===== src/rtl/trigger_sequencer_pkg.sv =====
// Shared definitions for the trigger sequencer: FSM state encoding and
// synchronizer depth.
package trigger_sequencer_pkg;

    typedef enum logic [1:0] {
        ST_IDLE  = 2'd0,
        ST_ARMED = 2'd1,
        ST_DELAY = 2'd2,
        ST_PULSE = 2'd3
    } trig_state_t;

    localparam int SYNC_STAGES = 2;

endpackage : trigger_sequencer_pkg


===== src/rtl/trigger_sequencer_sync_2ff.sv =====
// Two-flop synchronizer bringing the asynchronous trigger pin into the
// trace clock domain; both stages clear on synchronous reset.
module sync_2ff
    import trigger_sequencer_pkg::*;
(
    input  logic clk,
    input  logic srst,
    input  logic i_d,
    output logic o_q
);

    logic [SYNC_STAGES-1:0] r_sync;

    always_ff @(posedge clk) begin
        if (srst) begin
            r_sync <= '0;
        end else begin
            r_sync <= {r_sync[SYNC_STAGES-2:0], i_d};
        end
    end

    assign o_q = r_sync[SYNC_STAGES-1];

endmodule : sync_2ff


===== src/rtl/trigger_sequencer.sv =====
// Trigger sequencer: combines masked trigger sources, detects a rising edge of
// the combined condition while armed, then waits a delay and emits a pulse.
module trigger_sequencer
    import trigger_sequencer_pkg::*;
#(
    parameter int pNUM_TRIG    = 8,
    parameter int pDELAY_WIDTH = 16,
    parameter int pPULSE_WIDTH = 16,
    parameter int pCOUNT_WIDTH = 16
) (
    input  logic                    trace_clk,
    input  logic                    reset,
    input  logic                    I_trig_async,
    input  logic [pNUM_TRIG-1:0]    I_trig_sync,
    input  logic [pNUM_TRIG:0]      I_enable_mask,
    input  logic                    I_combine_and,
    input  logic                    I_continuous,
    input  logic                    I_arm,
    input  logic                    I_disarm,
    input  logic [pDELAY_WIDTH-1:0] I_delay,
    input  logic [pPULSE_WIDTH-1:0] I_pulse_len,
    output logic                    O_trig_out,
    output logic                    O_armed,
    output logic                    O_busy,
    output logic [pCOUNT_WIDTH-1:0] O_trig_count
);

    localparam logic [pDELAY_WIDTH-1:0] DELAY_ONE = 1;
    localparam logic [pPULSE_WIDTH-1:0] PULSE_ONE = 1;
    localparam logic [pCOUNT_WIDTH-1:0] COUNT_ONE = 1;

    logic                    w_async_sync;
    logic [pNUM_TRIG:0]      w_sources;
    logic [pNUM_TRIG:0]      w_or_terms;
    logic [pNUM_TRIG:0]      w_and_terms;
    logic                    w_cond;

    logic                    r_cond;
    logic                    r_cond_prev;
    logic                    r_event;

    trig_state_t             r_state;
    trig_state_t             w_state_next;
    logic                    w_event_take;
    logic                    w_pulse_entry;
    logic [pPULSE_WIDTH-1:0] w_len_src;

    logic [pDELAY_WIDTH-1:0] r_delay_cnt;
    logic [pPULSE_WIDTH-1:0] r_pulse_cnt;
    logic [pPULSE_WIDTH-1:0] r_pulse_len;
    logic                    r_continuous;
    logic [pCOUNT_WIDTH-1:0] r_trig_count;
    logic                    r_trig_out;
    logic                    r_armed;
    logic                    r_busy;

    sync_2ff u_sync_2ff (
        .clk  (trace_clk),
        .srst (reset),
        .i_d  (I_trig_async),
        .o_q  (w_async_sync)
    );

    // Source vector index matches mask bit: bit 0 async, bit i+1 sync[i].
    assign w_sources = {I_trig_sync, w_async_sync};

    generate
        for (genvar gi = 0; gi <= pNUM_TRIG; gi++) begin : g_src
            assign w_or_terms[gi]  = w_sources[gi] & I_enable_mask[gi];
            assign w_and_terms[gi] = w_sources[gi] | ~I_enable_mask[gi];
        end
    endgenerate

    // An empty mask must never fire, even though the AND reduction would be 1.
    assign w_cond = (|I_enable_mask) &
                    (I_combine_and ? (&w_and_terms) : (|w_or_terms));

    always_ff @(posedge trace_clk) begin
        if (reset) begin
            r_cond      <= 1'b0;
            r_cond_prev <= 1'b0;
            r_event     <= 1'b0;
        end else begin
            r_cond      <= w_cond;
            r_cond_prev <= r_cond;
            r_event     <= r_cond & ~r_cond_prev;
        end
    end

    always_ff @(posedge trace_clk) begin
        if (reset) begin
            r_state <= ST_IDLE;
        end else begin
            r_state <= w_state_next;
        end
    end

    always_comb begin
        w_state_next = r_state;
        case (r_state)
            ST_IDLE: begin
                if (I_arm) begin
                    w_state_next = ST_ARMED;
                end
            end
            ST_ARMED: begin
                if (r_event) begin
                    w_state_next = (I_delay != '0) ? ST_DELAY : ST_PULSE;
                end
            end
            ST_DELAY: begin
                if (r_delay_cnt == '0) begin
                    w_state_next = ST_PULSE;
                end
            end
            ST_PULSE: begin
                if (r_pulse_cnt == '0) begin
                    w_state_next = r_continuous ? ST_ARMED : ST_IDLE;
                end
            end
            default: begin
                w_state_next = ST_IDLE;
            end
        endcase
        if (I_disarm) begin
            w_state_next = ST_IDLE;
        end
    end

    assign w_event_take  = (r_state == ST_ARMED) & r_event & ~I_disarm;
    assign w_pulse_entry = (w_state_next == ST_PULSE) & (r_state != ST_PULSE);
    // A zero-delay event enters PULSE straight from ARMED using the live length.
    assign w_len_src     = (r_state == ST_ARMED) ? I_pulse_len : r_pulse_len;

    always_ff @(posedge trace_clk) begin
        if (reset) begin
            r_delay_cnt  <= '0;
            r_pulse_cnt  <= '0;
            r_pulse_len  <= '0;
            r_continuous <= 1'b0;
        end else begin
            if (w_event_take) begin
                r_delay_cnt  <= I_delay - DELAY_ONE;
                r_pulse_len  <= I_pulse_len;
                r_continuous <= I_continuous;
            end else if ((r_state == ST_DELAY) && (r_delay_cnt != '0)) begin
                r_delay_cnt <= r_delay_cnt - DELAY_ONE;
            end

            if (w_pulse_entry) begin
                r_pulse_cnt <= (w_len_src == '0) ? '0 : (w_len_src - PULSE_ONE);
            end else if ((r_state == ST_PULSE) && (r_pulse_cnt != '0)) begin
                r_pulse_cnt <= r_pulse_cnt - PULSE_ONE;
            end
        end
    end

    // Flags are registered from the next state so they line up with r_state.
    always_ff @(posedge trace_clk) begin
        if (reset) begin
            r_trig_count <= '0;
            r_trig_out   <= 1'b0;
            r_armed      <= 1'b0;
            r_busy       <= 1'b0;
        end else begin
            if ((r_state == ST_IDLE) && I_arm && !I_disarm) begin
                r_trig_count <= '0;
            end else if (w_pulse_entry && (r_trig_count != '1)) begin
                r_trig_count <= r_trig_count + COUNT_ONE;
            end
            r_trig_out <= (w_state_next == ST_PULSE);
            r_armed    <= (w_state_next == ST_ARMED);
            r_busy     <= (w_state_next == ST_DELAY) || (w_state_next == ST_PULSE);
        end
    end

    assign O_trig_out   = r_trig_out;
    assign O_armed      = r_armed;
    assign O_busy       = r_busy;
    assign O_trig_count = r_trig_count;

endmodule : trigger_sequencer

===== config.mk =====
export PLATFORM = sky130hd
export DESIGN_NAME = trigger_sequencer
export DESIGN_NICKNAME = d
export VERILOG_FILES = /design/src/rtl/trigger_sequencer_pkg.sv /design/src/rtl/trigger_sequencer_sync_2ff.sv /design/src/rtl/trigger_sequencer.sv
export SDC_FILE = /design/constraint.sdc
export NUM_CORES = 1
export LEC_CHECK = 0
export CORE_MARGIN = 4
export CORE_UTILIZATION = 60
export CTS_BUF_LIST = sky130_fd_sc_hd__clkbuf_4
export CTS_CLUSTER_DIAMETER = 60
export DETAILED_ROUTE_END_ITERATION = 10
export PLACE_DENSITY_LB_ADDON = 0.1
export SYNTH_ARGS = -nofsm -noshare
export SYNTH_HDL_FRONTEND = slang
export SYNTH_SLANG_ARGS = --single-unit
export TNS_END_PERCENT = 10

===== constraint.sdc =====
create_clock -name trace_clk -period 4.8 [get_ports trace_clk]
set_clock_uncertainty 0.15 [all_clocks]
set_input_delay 0.96 -clock trace_clk [delete_from_list [all_inputs] [get_ports trace_clk]]
set_output_delay 0.96 -clock trace_clk [all_outputs]
set_load 0.02 [all_outputs]

# After elaboration in Yosys (flattened, before gate mapping)
# Index checks and enable logic that the tools add are counted.
[word_totals]
reg_bits = 75
elab_cells = 95
out_inout_bits = 19
inputBits = 56
[classes]
addsub = 5
n_mux = 15
n_reduce_logical = 20
bitwise = 34
n_eq_ne = 8
[op_table]
columns = ["op", "count"]
rows = [
  ["2-to-1 mux 16 bit", 6],
  ["subtractor 16 x 1 -> 16 bit (second input constant)", 4],
  ["logical NOT 16 bit", 3],
  ["nonzero test 16 bit", 3],
  ["OR reduction 9 bit", 2],
  ["adder 16 x 1 -> 16 bit (second input constant)", 1],
  ["!= test 16 bit (second input constant)", 1],
  ["AND 1 bit", 14],
  ["NOT 1 bit", 11],
  ["2-to-1 mux 2 bit", 5],
  ["bitwise OR 1 bit", 9],
  ["AND reduction 9 bit", 1],
  ["== test 2 bit (second input constant)", 4],
  ["case mux 2 bit (4 select lines)", 1],
  ["logical AND 1 bit", 5],
  ["== test 2 x 1 -> 1 bit (second input constant)", 2],
  ["nonzero test 2 bit", 2],
  ["2-to-1 mux 1 bit", 3],
  ["logical NOT 2 bit", 1],
  ["!= test 2 bit (second input constant)", 1],
  ["OR reduction 2 bit", 1],
  ["logical NOT 1 bit", 1],
  ["logical OR 1 bit", 1],
]

# Logic depth before layout (Yosys ltp)
# Gate-level depths: netlist of run 1.
[logic_depth]
depth_word = 8
ltp_mapped = 11
depth_no_buf = 9

# By module
# Synthesis of run 1 repeated with hierarchy kept, for this count alone.
[unflattened]
cells_unflattened = 601
area_unflattened_um2 = 4608.2
[by_module_without_submodules]
columns = ["mod", "instances", "seq_area_each_um2", "cells_per_inst", "area_each_um2"]
rows = [
  ["trigger_sequencer", 1, 1461.4, 597, 4555.6],
  ["sync_2ff", 1, 40.0, 4, 52.6],
]

# Worst setup path after synthesis of run 1
# No wires, ideal clock.
[synth_timing]
kind = "input to register"
start = "input port I_disarm"
end = "register r_delay_cnt[10]"
path_slack_ns = 1.352
arrival_ns = 3.166
stages = 11
setup_ns = 0.132
required_time_ns = 4.518
path_buffers = 3
path_cell_list = "nor4bb_1 > buf_4 > buf_6 > clkbuf_1 > mux2i_1 > ha_1 > nand2b_4 > or2_1 > or4_1 > nand3_1 > a21oi_1"
[synth_via]
elab_chain_len = 3
word_cells_on_any_way = 4
cone_classes = "1 x mux; 2 x bitwise; 1 x reduce/logical"
[synth_rtl]
columns = ["element", "line", "source"]
rows = [
  ["start: declaration", "trigger_sequencer.sv:19", "input logic I_disarm,"],
  ["NOT 1 bit *", "trigger_sequencer.sv:130", "assign w_event_take = (r_state == ST_ARMED) & r_event & ~I_disarm;"],
  ["AND 1 bit *", "trigger_sequencer.sv:130", ""],
  ["2-to-1 mux 16 bit / nonzero test 2 bit (equally long branches)", "-", ""],
  ["end signal: assignment", "trigger_sequencer.sv:143", "r_delay_cnt <= I_delay - DELAY_ONE;"],
  ["end signal: assignment", "trigger_sequencer.sv:147", "r_delay_cnt <= r_delay_cnt - DELAY_ONE;"],
  ["end: declaration", "trigger_sequencer.sv:48", "logic [pDELAY_WIDTH-1:0] r_delay_cnt;"],
]
# Every way passes the cells marked *; elsewhere a longest branch is shown, timed or not.
# A chain may end at the register's enable or synchronous reset.

# Worst setup path in the final report of run 1
[layout_timing]
start = "register r_state[1]"
end = "register r_pulse_cnt[0]"
[layout_via]
elab_chain_len = 6
word_cells_on_any_way = 20
cone_classes = "1 x add/sub; 5 x eq/ne; 9 x mux; 1 x bitwise; 4 x reduce/logical"
[layout_rtl]
columns = ["element", "line", "source"]
rows = [
  ["start: declaration", "trigger_sequencer.sv:42", "trig_state_t r_state;"],
  ["start signal: assignment", "trigger_sequencer.sv:94", "r_state <= w_state_next;"],
  ["branches (longest 6 deep; another with subtractor 16 x 1 -> 16 bit)", "-", ""],
  ["end signal: assignment", "trigger_sequencer.sv:151", "r_pulse_cnt <= (w_len_src == '0) ? '0 : (w_len_src - PULSE_ONE);"],
  ["end signal: assignment", "trigger_sequencer.sv:153", "r_pulse_cnt <= r_pulse_cnt - PULSE_ONE;"],
  ["end: declaration", "trigger_sequencer.sv:49", "logic [pPULSE_WIDTH-1:0] r_pulse_cnt;"],
]
# Parallel ways; which one is timed is not known.

==> impl.org, run 1 <==
** Yosys
- The average instance in the mapped netlist occupies 7.74 sq um.
- Synthesis handed over a netlist of 592 instances.
- EDFF count, synth :: 0
- Post-synth design cell area :: between 4000 and 5000 sq um
- Seq/Total Area, Yosys :: 32.8%
- Leading register cell type out of synthesis :: sky130_fd_sc_hd__dfxtp_1
- Asr flop ratio synth :: 0%
- Synth Register Bits :: 75
- Yosys Warn Count :: 0
- Synthesis instantiated 66 different standard cells from the library.
- Area share of the largest cell type after synthesis :: 32.8%
- Largest cells by area after synthesis :: sky130_fd_sc_hd__dfxtp_1 (33%), sky130_fd_sc_hd__nand2_1 (6.3%), sky130_fd_sc_hd__nor2_1 (5.2%), sky130_fd_sc_hd__a21oi_1 (4.8%), sky130_fd_sc_hd__mux2i_1 (4.8%)
- The number of nets in the synthesized netlist is 653.
- Of all cell types, the one taking the most synthesized area is sky130_fd_sc_hd__dfxtp_1.

** Hold path
- Hold_sp :: r_cond_prev
- Hold path cells :: 1
- The worst hold path terminates at r_event.
- Class of the worst hold path :: reg2reg

** Placement
- Number of port buffers :: 74
- Global placer's final weighted congestion :: 0.885
- After legalization and detailed placement, the total HPWL measured 8.84 mm.

** Timing
- Based on the critical path, the design can be clocked at up to 0.284 GHz.
- Subtracting the final worst setup slack from the clock period gives approximately 3.5 ns.
- Setup violations remaining at the end of the flow were counted as 0.
- Adding up every negative setup slack in the final design gives 0 ns.
- Setup repair after global routing missed its margin :: false
- Slew of the pin with the lowest slew margin :: roughly 1.1 ns
- Measured against its own limit, the worst slew margin works out to 27.3%.
- The number of failing hold endpoints at the final stage is 0.
- Fin. max-slew vios :: 0
- Of the available clock period, the critical path in the final layout requires approximately 73%.

** Global routing
- Entering global routing, the biggest net connects 59 pins.
- Vias in the first global route :: 4258
- For this run, the total global-route usage over all layers was measured as 27.6%.
- After global routing the overflow that remains totals 0.
- The number of antenna violations at the first check in global routing was 0.
- The first global-routing pass estimated 20.1 mm of wire.

** Route
- Once detail routing completed, the nets flagged for antenna violations numbered 0.
- The detailed router placed 4654 vias in this run.
- After detailed routing, the number of vias per cell comes to 6.12.
- Number of DRC markers after the initial detailed-route iteration :: 238
- DRC violation count after routing :: 0
- Routed length on met2 :: 5.66 mm
- Amount of wire on met3 after detailed routing :: 933 um
- Signal routing reaches up to met4.
- Drt pass-1 iters :: 6
- After detailed routing, the average wire length per cell comes to 15.8 um.
- Wire length on met1 :: between 5 and 6 mm
- Total routed wirelength :: 12.1 mm

** Floorplan
- In this run the standard cell core region covers 7330 sq um.
- Number of placement rows :: 31
- Die area :: 9100 sq um
- I/O pin total :: 75
- Die Height :: 95.4 um
- Die Span X :: 95.4 um
- Initial Util :: 62.5%

** Setup path
- Flop-to-flop setup slack :: 1.28 ns
- Of all nets on the critical path, the largest fanout is 13.
- For the worst flop-to-flop path, the logic depth is 7.
- The largest individual stage delay along the critical path comes from the cell sky130_fd_sc_hd__nand2b_1.
- In this run the critical register-to-register path is launched from r_state[1].
- Crit end category :: flop
- The worst register-to-register path ends at r_pulse_cnt[0].
- STA puts the critical path data required time at 4.97 ns.
- Kind of critical path :: reg2reg
- Data arrival time of the critical path :: 3.69 ns
- The worst setup path is launched from a flop.
- Delay contributed by the slowest stage of the critical path :: 0.72 ns
- The critical path goes through nand2b_1 -> mux2i_1 -> nor3b_2 -> nand4_1 -> o311a_1 -> a221oi_1 -> nor2_1.

** Final layout
- After the last flow step, the layout net total stands at 718.
- In the final layout, flip-flops and latches occupy 1500 sq um.
- At the end of the flow the core is filled with cells to approximately three quarters.
- Number of inserted filler cells in the final layout :: 529
- Layout cell share with drive strength beyond 1 :: 5.89%
- Relative to the synthesized area, the layout overhead comes to 21.2%.
- Summing all multi-input logic gate instances after layout gives ~2900 sq um.
- Antenna diode count :: 0

** Power
- The analysis attributes to cell leakage a power of 2.01 nW.
- The worst-case IR drop observed on VDD is 190 uV.
- In this run the power density over the cells is around 230 nW/um^2.

** Clocking
- Clk slew on worst S/H paths :: 0.14 ns
- Number of buffers created by CTS :: 9
- Worst skew pair latency :: 0.45 ns
- TritonCTS clock tree :: done
- Once the clock tree was built, the setup fixing pass inserted 0 buffers.
- For this design, the sink count on the clock tree is 75.
- Count of hold-fix buffers inserted at cts :: 0
- The cell sitting at the root of the clock tree is a sky130_fd_sc_hd__clkbuf_4.
- Count of H-tree levels built during CTS :: 3
- Maximum root-to-sink buffer count :: 2
- The number of gates resized after CTS was 0.

** Run status
- The flow ran to the end, and the final reports show no timing, DRC or antenna violations.

** Job
- The tool flagged a number of max-cap violations equal to 0.
==> state kept, by name, indices dropped and copies added (netlist names) <==
register,cells
O_armed,1
O_busy,1
O_trig_count,16
O_trig_out,1
r_cond,1
r_cond_prev,1
r_continuous,1
r_delay_cnt,16
r_event,1
r_pulse_cnt,16
r_pulse_len,16
r_state,2
u_sync_2ff.r_sync,2
==> final cells by class <==
class	instances	share of cell area (%)
clock buffer	9	1.22
clock inverter	7	1.80
inverter	16	1.08
multi-input combinational	474	52.4
sequential	75	27.0
tap	99	2.23
timing repair buffer	81	14.2
==> cell usage after synthesis, drive strengths merged (6+ instances only) <==
master / instances
nand3: 20
nor3b: 6
nor2: 64
nor2b: 10
dfxtp: 75
clkbuf: 19
mux2i: 23
a21oi: 44
xor2: 20
xnor2: 24
o22ai: 6
o31ai: 7
or3: 10
o21ai: 22
inv: 16
nor4: 13
a211oi: 8
nand4: 6
buf: 8
nor3: 35
nand2: 77
==> report_power, final <==
group,leakage (nW),internal [mW],switching (mW),total [mW]
Clock,0.0861,0.216,0.250,0.465
Sequential,0.605,0.628,0.00549,0.634
Combinational,1.32,0.0965,0.107,0.203
==> worst max path at each step <==
stage                      endpoint  cells past startpoint       start  slack (ns)
finish               r_pulse_cnt[0]                      7  r_state[1]        1.28
global route         r_delay_cnt[7]                      9    I_disarm        1.05
CTS                  r_delay_cnt[7]                      9    I_disarm        1.31
detailed placement   r_delay_cnt[7]                      9    I_disarm        0.85
global placement     r_delay_cnt[7]                      9    I_disarm        0.97
floorplan           r_delay_cnt[10]                     11    I_disarm        1.35
==> cell families (layout without fill, tap and decap cells) <==
logic type,after synthesis,in the layout,synth area share [%]
simple gates,267,267,29.1
compound gates,135,135,19.3
flops,75,75,32.8
xor+xnor,44,44,8.41
buf+inv,43,113,4.01
mux,23,23,5.11
fa+ha+maj,5,5,1.37
==> metrics by stage <==
stage,total power [mW],hold slack [ns],worst slack [ns],instances,area [sq um]
floorplan,0.758,0.217,1.35,592,4580
global placement,0.841,0.227,0.968,745,5380
detailed placement,0.846,0.241,0.850,745,5380
CTS,1.31,0.253,1.31,761,5550
global route,1.35,0.270,1.05,761,5550
finish,1.30,0.251,1.28,761,5550
==> worst max-delay path: cells and delay by family (launching register included) <==
| family | cells | cell delay, ns |
|---|---|---|
| AO/OA/AOI/OAI | 2 | 0.73 |
| flip-flops | 1 | 0.64 |
| multiplexers | 1 | 0.37 |
| AND/OR/NAND/NOR | 4 | 1.50 |
==> per-layer routing <==
metal | track usage, % | vias to the layer above
met4 | 6.40 | 0
li1 | - | 2283
met5 | 0 | -
met1 | 38.3 | 2173
met3 | 5.68 | 14
met2 | 44.1 | 184
==> cells in the final DEF (no fill, tap or decap), types with 3 or more instances in the layout <==
cell type	netlist	routed
sky130_fd_sc_hd__nor4_1	11	11
sky130_fd_sc_hd__xnor2_1	24	24
sky130_fd_sc_hd__xor2_1	20	20
sky130_fd_sc_hd__o311a_1	3	3
sky130_fd_sc_hd__a31oi_1	5	5
sky130_fd_sc_hd__nand3b_1	3	3
sky130_fd_sc_hd__nor2_1	64	64
sky130_fd_sc_hd__a21oi_1	44	44
sky130_fd_sc_hd__nand3_1	20	20
sky130_fd_sc_hd__nand2b_1	4	4
sky130_fd_sc_hd__or3_1	10	10
sky130_fd_sc_hd__and3_1	4	4
sky130_fd_sc_hd__nor3b_1	5	5
sky130_fd_sc_hd__buf_4	2	7
sky130_fd_sc_hd__ha_1	5	5
sky130_fd_sc_hd__inv_1	15	15
sky130_fd_sc_hd__a221oi_1	3	3
sky130_fd_sc_hd__o22ai_1	6	6
sky130_fd_sc_hd__clkbuf_4	0	9
sky130_fd_sc_hd__clkdlybuf4s50_1	0	73
sky130_fd_sc_hd__o21a_1	3	3
sky130_fd_sc_hd__a32oi_1	5	5
sky130_fd_sc_hd__o211ai_1	5	5
sky130_fd_sc_hd__o31ai_1	7	7
sky130_fd_sc_hd__nor3_1	33	33
sky130_fd_sc_hd__mux2i_1	22	22
sky130_fd_sc_hd__o221ai_1	3	3
sky130_fd_sc_hd__or2_2	4	4
sky130_fd_sc_hd__o21ai_0	20	20
sky130_fd_sc_hd__a22oi_1	5	5
sky130_fd_sc_hd__nand4_1	6	6
sky130_fd_sc_hd__dfxtp_1	75	75
sky130_fd_sc_hd__o311ai_0	3	3
sky130_fd_sc_hd__a211oi_1	7	7
sky130_fd_sc_hd__nand2_1	77	77
sky130_fd_sc_hd__nor2b_1	10	10
Power figures use the tool's default switching activity.
==> inputs of run 2 (changes only) <==
CORE_UTILIZATION = 56   (was 60)
clock period = 3.4 ns   (was 4.8 ns; I/O delays follow)
==> impl.org, run 2 (synthesis gave the netlist of run 1 again) <==
** Timing
- Minimum hold slack :: 0.280 ns (+0.0293 ns)
- Setup TNS :: 0 ns (unchanged)
- Setup repair after global routing missed its margin :: false
- The headroom to the max-slew limit is 52.4% (+25 points).
- Fin. max-slew vios :: 0 (unchanged)
- The measured slew at the worst slew-check pin is 0.713 ns (-0.370 ns).
- Post-route worst setup slack :: 0.436 ns (-0.844 ns)
- Final cycle utilization of the critical path :: 87.2%
- The total setup violations reported at the end of the flow was 0 (unchanged).
- Subtracting the final worst setup slack from the clock period gives 2.96 ns.
- Final hold violation count :: 0 (unchanged)
- Maximum clock frequency :: 0.337 GHz

** Clocking
- Clk slew on worst S/H paths :: 0.12 ns (-0.02 ns)
- Post-CTS Setup Bufs :: 0 (unchanged)
- The tree is rooted in a sky130_fd_sc_hd__clkbuf_4.
- The buffer levels on the longest clock path is 2 (unchanged).
- The CTS sink count was 75 (unchanged).
- Worst skew pair latency :: 0.43 ns (-0.02 ns)
- TritonCTS built the clock tree.
- The H-tree depth reported by CTS is 3 (unchanged).
- The total CTS buffers came to 9 (unchanged).
- Count of hold-fix buffers inserted at cts :: 0 (unchanged)
- Post_cts resized :: 0 (unchanged)

** Placement
- The setup slack after placement came to 0.0350 ns (-0.815 ns).
- The placer congestion estimate is 0.890 (+0.49%).
- The number of buffers inserted by port buffering came to 74 (unchanged).
- Detailed placement HPWL :: 9.25 mm (+4.6%)
- Dpl cell area :: 5500 sq um (+2.2%)

** Global routing
- The global routing met2 resource utilization is 41.1% (-3.1 points).
- The met3 routing resource usage after global routing is 4.74% (-0.94 points).
- Met1 track demand over resource in global routing :: 33.5% (-4.9 points)
- The pin count of the biggest net entering global routing is 34 (-42%).
- The global-route wire length before repair was 20.3 mm (+1.1%).
- GR Util All Layers :: 24.9% (-2.7 points)
- Vias in the first global route :: 4362 (+2.4%)
- Number of antenna violations at the first check in global routing :: 0 (unchanged)
- The global route total overflow is 0 (unchanged).
- GRT busiest layer :: met2

** Route
- Count of antenna-violating nets left after detailed routing :: 0 (unchanged)
- Post-detailed-route via-to-cell ratio :: 5.99 (-2.1%)
- DRC violation count after routing :: 0 (unchanged)
- The total wire length is 12.2 mm (+1.4%).
- Vias after detailed routing :: 4663 (+0.19%)
- The wire length per cell after detailed routing came to 15.7 um (-0.97%).
- Drt pass-1 iters :: 5 (-1)
- The initial DRC count came to 372 (+56%).

** Setup path
- On the critical path, the stage with the largest delay is an instance of sky130_fd_sc_hd__clkdlybuf4s50_1.
- Crit-path cells :: clkdlybuf4s50_1 -> nor4bb_4 -> buf_4 -> mux2i_1 -> buf_4 -> nor3_2 -> nand3_1 -> o211ai_1 -> o31ai_1
- The arrival time at the worst endpoint is 3.12 ns (-0.57 ns).
- The largest fanout on the critical path is 17 (+4).
- The logic depth of the worst setup path including buffers is 9 (+2).
- Worst path top cell family by delay :: buffers and inverters
- The worst setup path is captured at a flop.
- The critical path is of the in2reg type.
- The required time of the critical path came to 3.56 ns (-1.41 ns).
- Worst reg2reg path depth :: 8 (+1)
- The largest incremental delay on the critical path was 0.50 ns (-0.22 ns).
- Worst Path Buf+Inv :: 3 (+3)
- The most numerous cell type found on the critical path is sky130_fd_sc_hd__buf_4.
- STA classifies the critical path startpoint as an input port.

** Power
- Sw frac :: 26.7% (-1.1 points)
- The relative contribution of the clock network to total power was 34.0% (-1.7 points).
- The total power of the final layout was 1.80 mW (+38%).
- Leakage power :: 2.07 nW (+3.1%)
- Int Power :: 1.32 mW (+40%)
- Max rail drop VDD :: 242 uV (+28%)
- The power density of the placed cells came to 318 nW/um^2 (+36%).
- The combinational cell fraction of total power was 16.4% (+0.8 points).
- Register share of total power :: 49.6% (+0.9 points)
- Switch Pwr :: 481 uW (+33%)

** Final layout
- Leaving out fill and tap cells, the most frequent cells in the layout are sky130_fd_sc_hd__nand2_1 (77), sky130_fd_sc_hd__dfxtp_1 (75), sky130_fd_sc_hd__clkdlybuf4s50_1 (73), sky130_fd_sc_hd__nor2_1 (64), sky130_fd_sc_hd__a21oi_1 (44).
- Most common library cell in the layout ignoring fill and taps :: sky130_fd_sc_hd__nand2_1
- The post-route cell area came to 5650 sq um (+1.8%).
- Antenna diode count :: 0 (unchanged)
- Relative to the synthesized area, the layout overhead comes to 23.4%.
- The share of layout cells above drive strength 1 came to 7.53% (+1.6 points).
- The number of fill cells in the layout came to 691 (+31%).
- The post-layout net count came to 733 (+2.1%).

** Hold path
- Hold path cells :: 1 (unchanged)
- Class of the worst hold path :: reg2reg

** Job
- Number of maximum-capacitance violations :: 0 (unchanged)

** Floorplan
- Die Height :: 98.4 um (+3.2%)
- The core area came to 7850 sq um (+7.0%).
- The starting utilization of the core area was 58.4% (-4.1 points).
- The die extent in x came to 98.4 um (+3.2%).
- Die area :: 9690 sq um (+6.5%)
- The placement row count came to 32 (+3.2%).
- I/O pin total :: 75 (unchanged)

** Run status
- The flow ran to the end, and the final reports show no timing, DRC or antenna violations.
[run 2: cell type report]
cell class              count  area [sq um]  area share, %
multi-input cells         474          2910           51.5
clock inverters             7          82.6           1.46
well taps                 102           128           2.26
flip-flops and latches     75          1500           26.6
inverters                  16          60.1           1.06
clock buffers               9          67.6           1.20
repair buffers             96           901           15.9
[run 2: metrics by stage]
stage / cells / utilization [%]
floorplan: 592 / -
global placement: 763 / 70.1
detailed placement: 763 / 70.1
CTS: 779 / 72.0
global route: 779 / 72.0
finish: 779 / 72.0
[run 2: path summary, 6_finish.rpt]
kind,from,endpoint,slack (ns)
setup reg to reg,r_state[1],r_pulse_cnt[1],0.44
setup / recovery,I_disarm,r_delay_cnt[14],0.44
hold reg to reg,r_cond_prev,r_event,0.28
hold / removal,r_cond_prev,r_event,0.28
[run 2: worst reg2reg max path, cell delays in order (launching register included)]
cell,delay [ns]
sky130_fd_sc_hd__dfxtp_1,0.35
sky130_fd_sc_hd__nand2b_1,0.57
sky130_fd_sc_hd__buf_4,0.25
sky130_fd_sc_hd__mux2i_1,0.31
sky130_fd_sc_hd__ha_1,0.20
sky130_fd_sc_hd__nand4_1,0.20
sky130_fd_sc_hd__o311a_1,0.37
sky130_fd_sc_hd__a221oi_1,0.39
sky130_fd_sc_hd__nor2_1,0.07
[run 2: power groups by stage]
stage	Clock (mW)	Combinational (mW)	Sequential, mW
floorplan	0	0.159	0.911
global placement	0	0.283	0.912
detailed placement	0	0.289	0.912
CTS	0.613	0.291	0.892
global route	0.655	0.318	0.894
finish	0.612	0.294	0.892
[run 2: layer usage]
metal,routed length [um],vias to the layer above
li1,-,2304
met1,5570,2155
met2,5690,190
met3,837,14
met4,121,0
met5,0,-
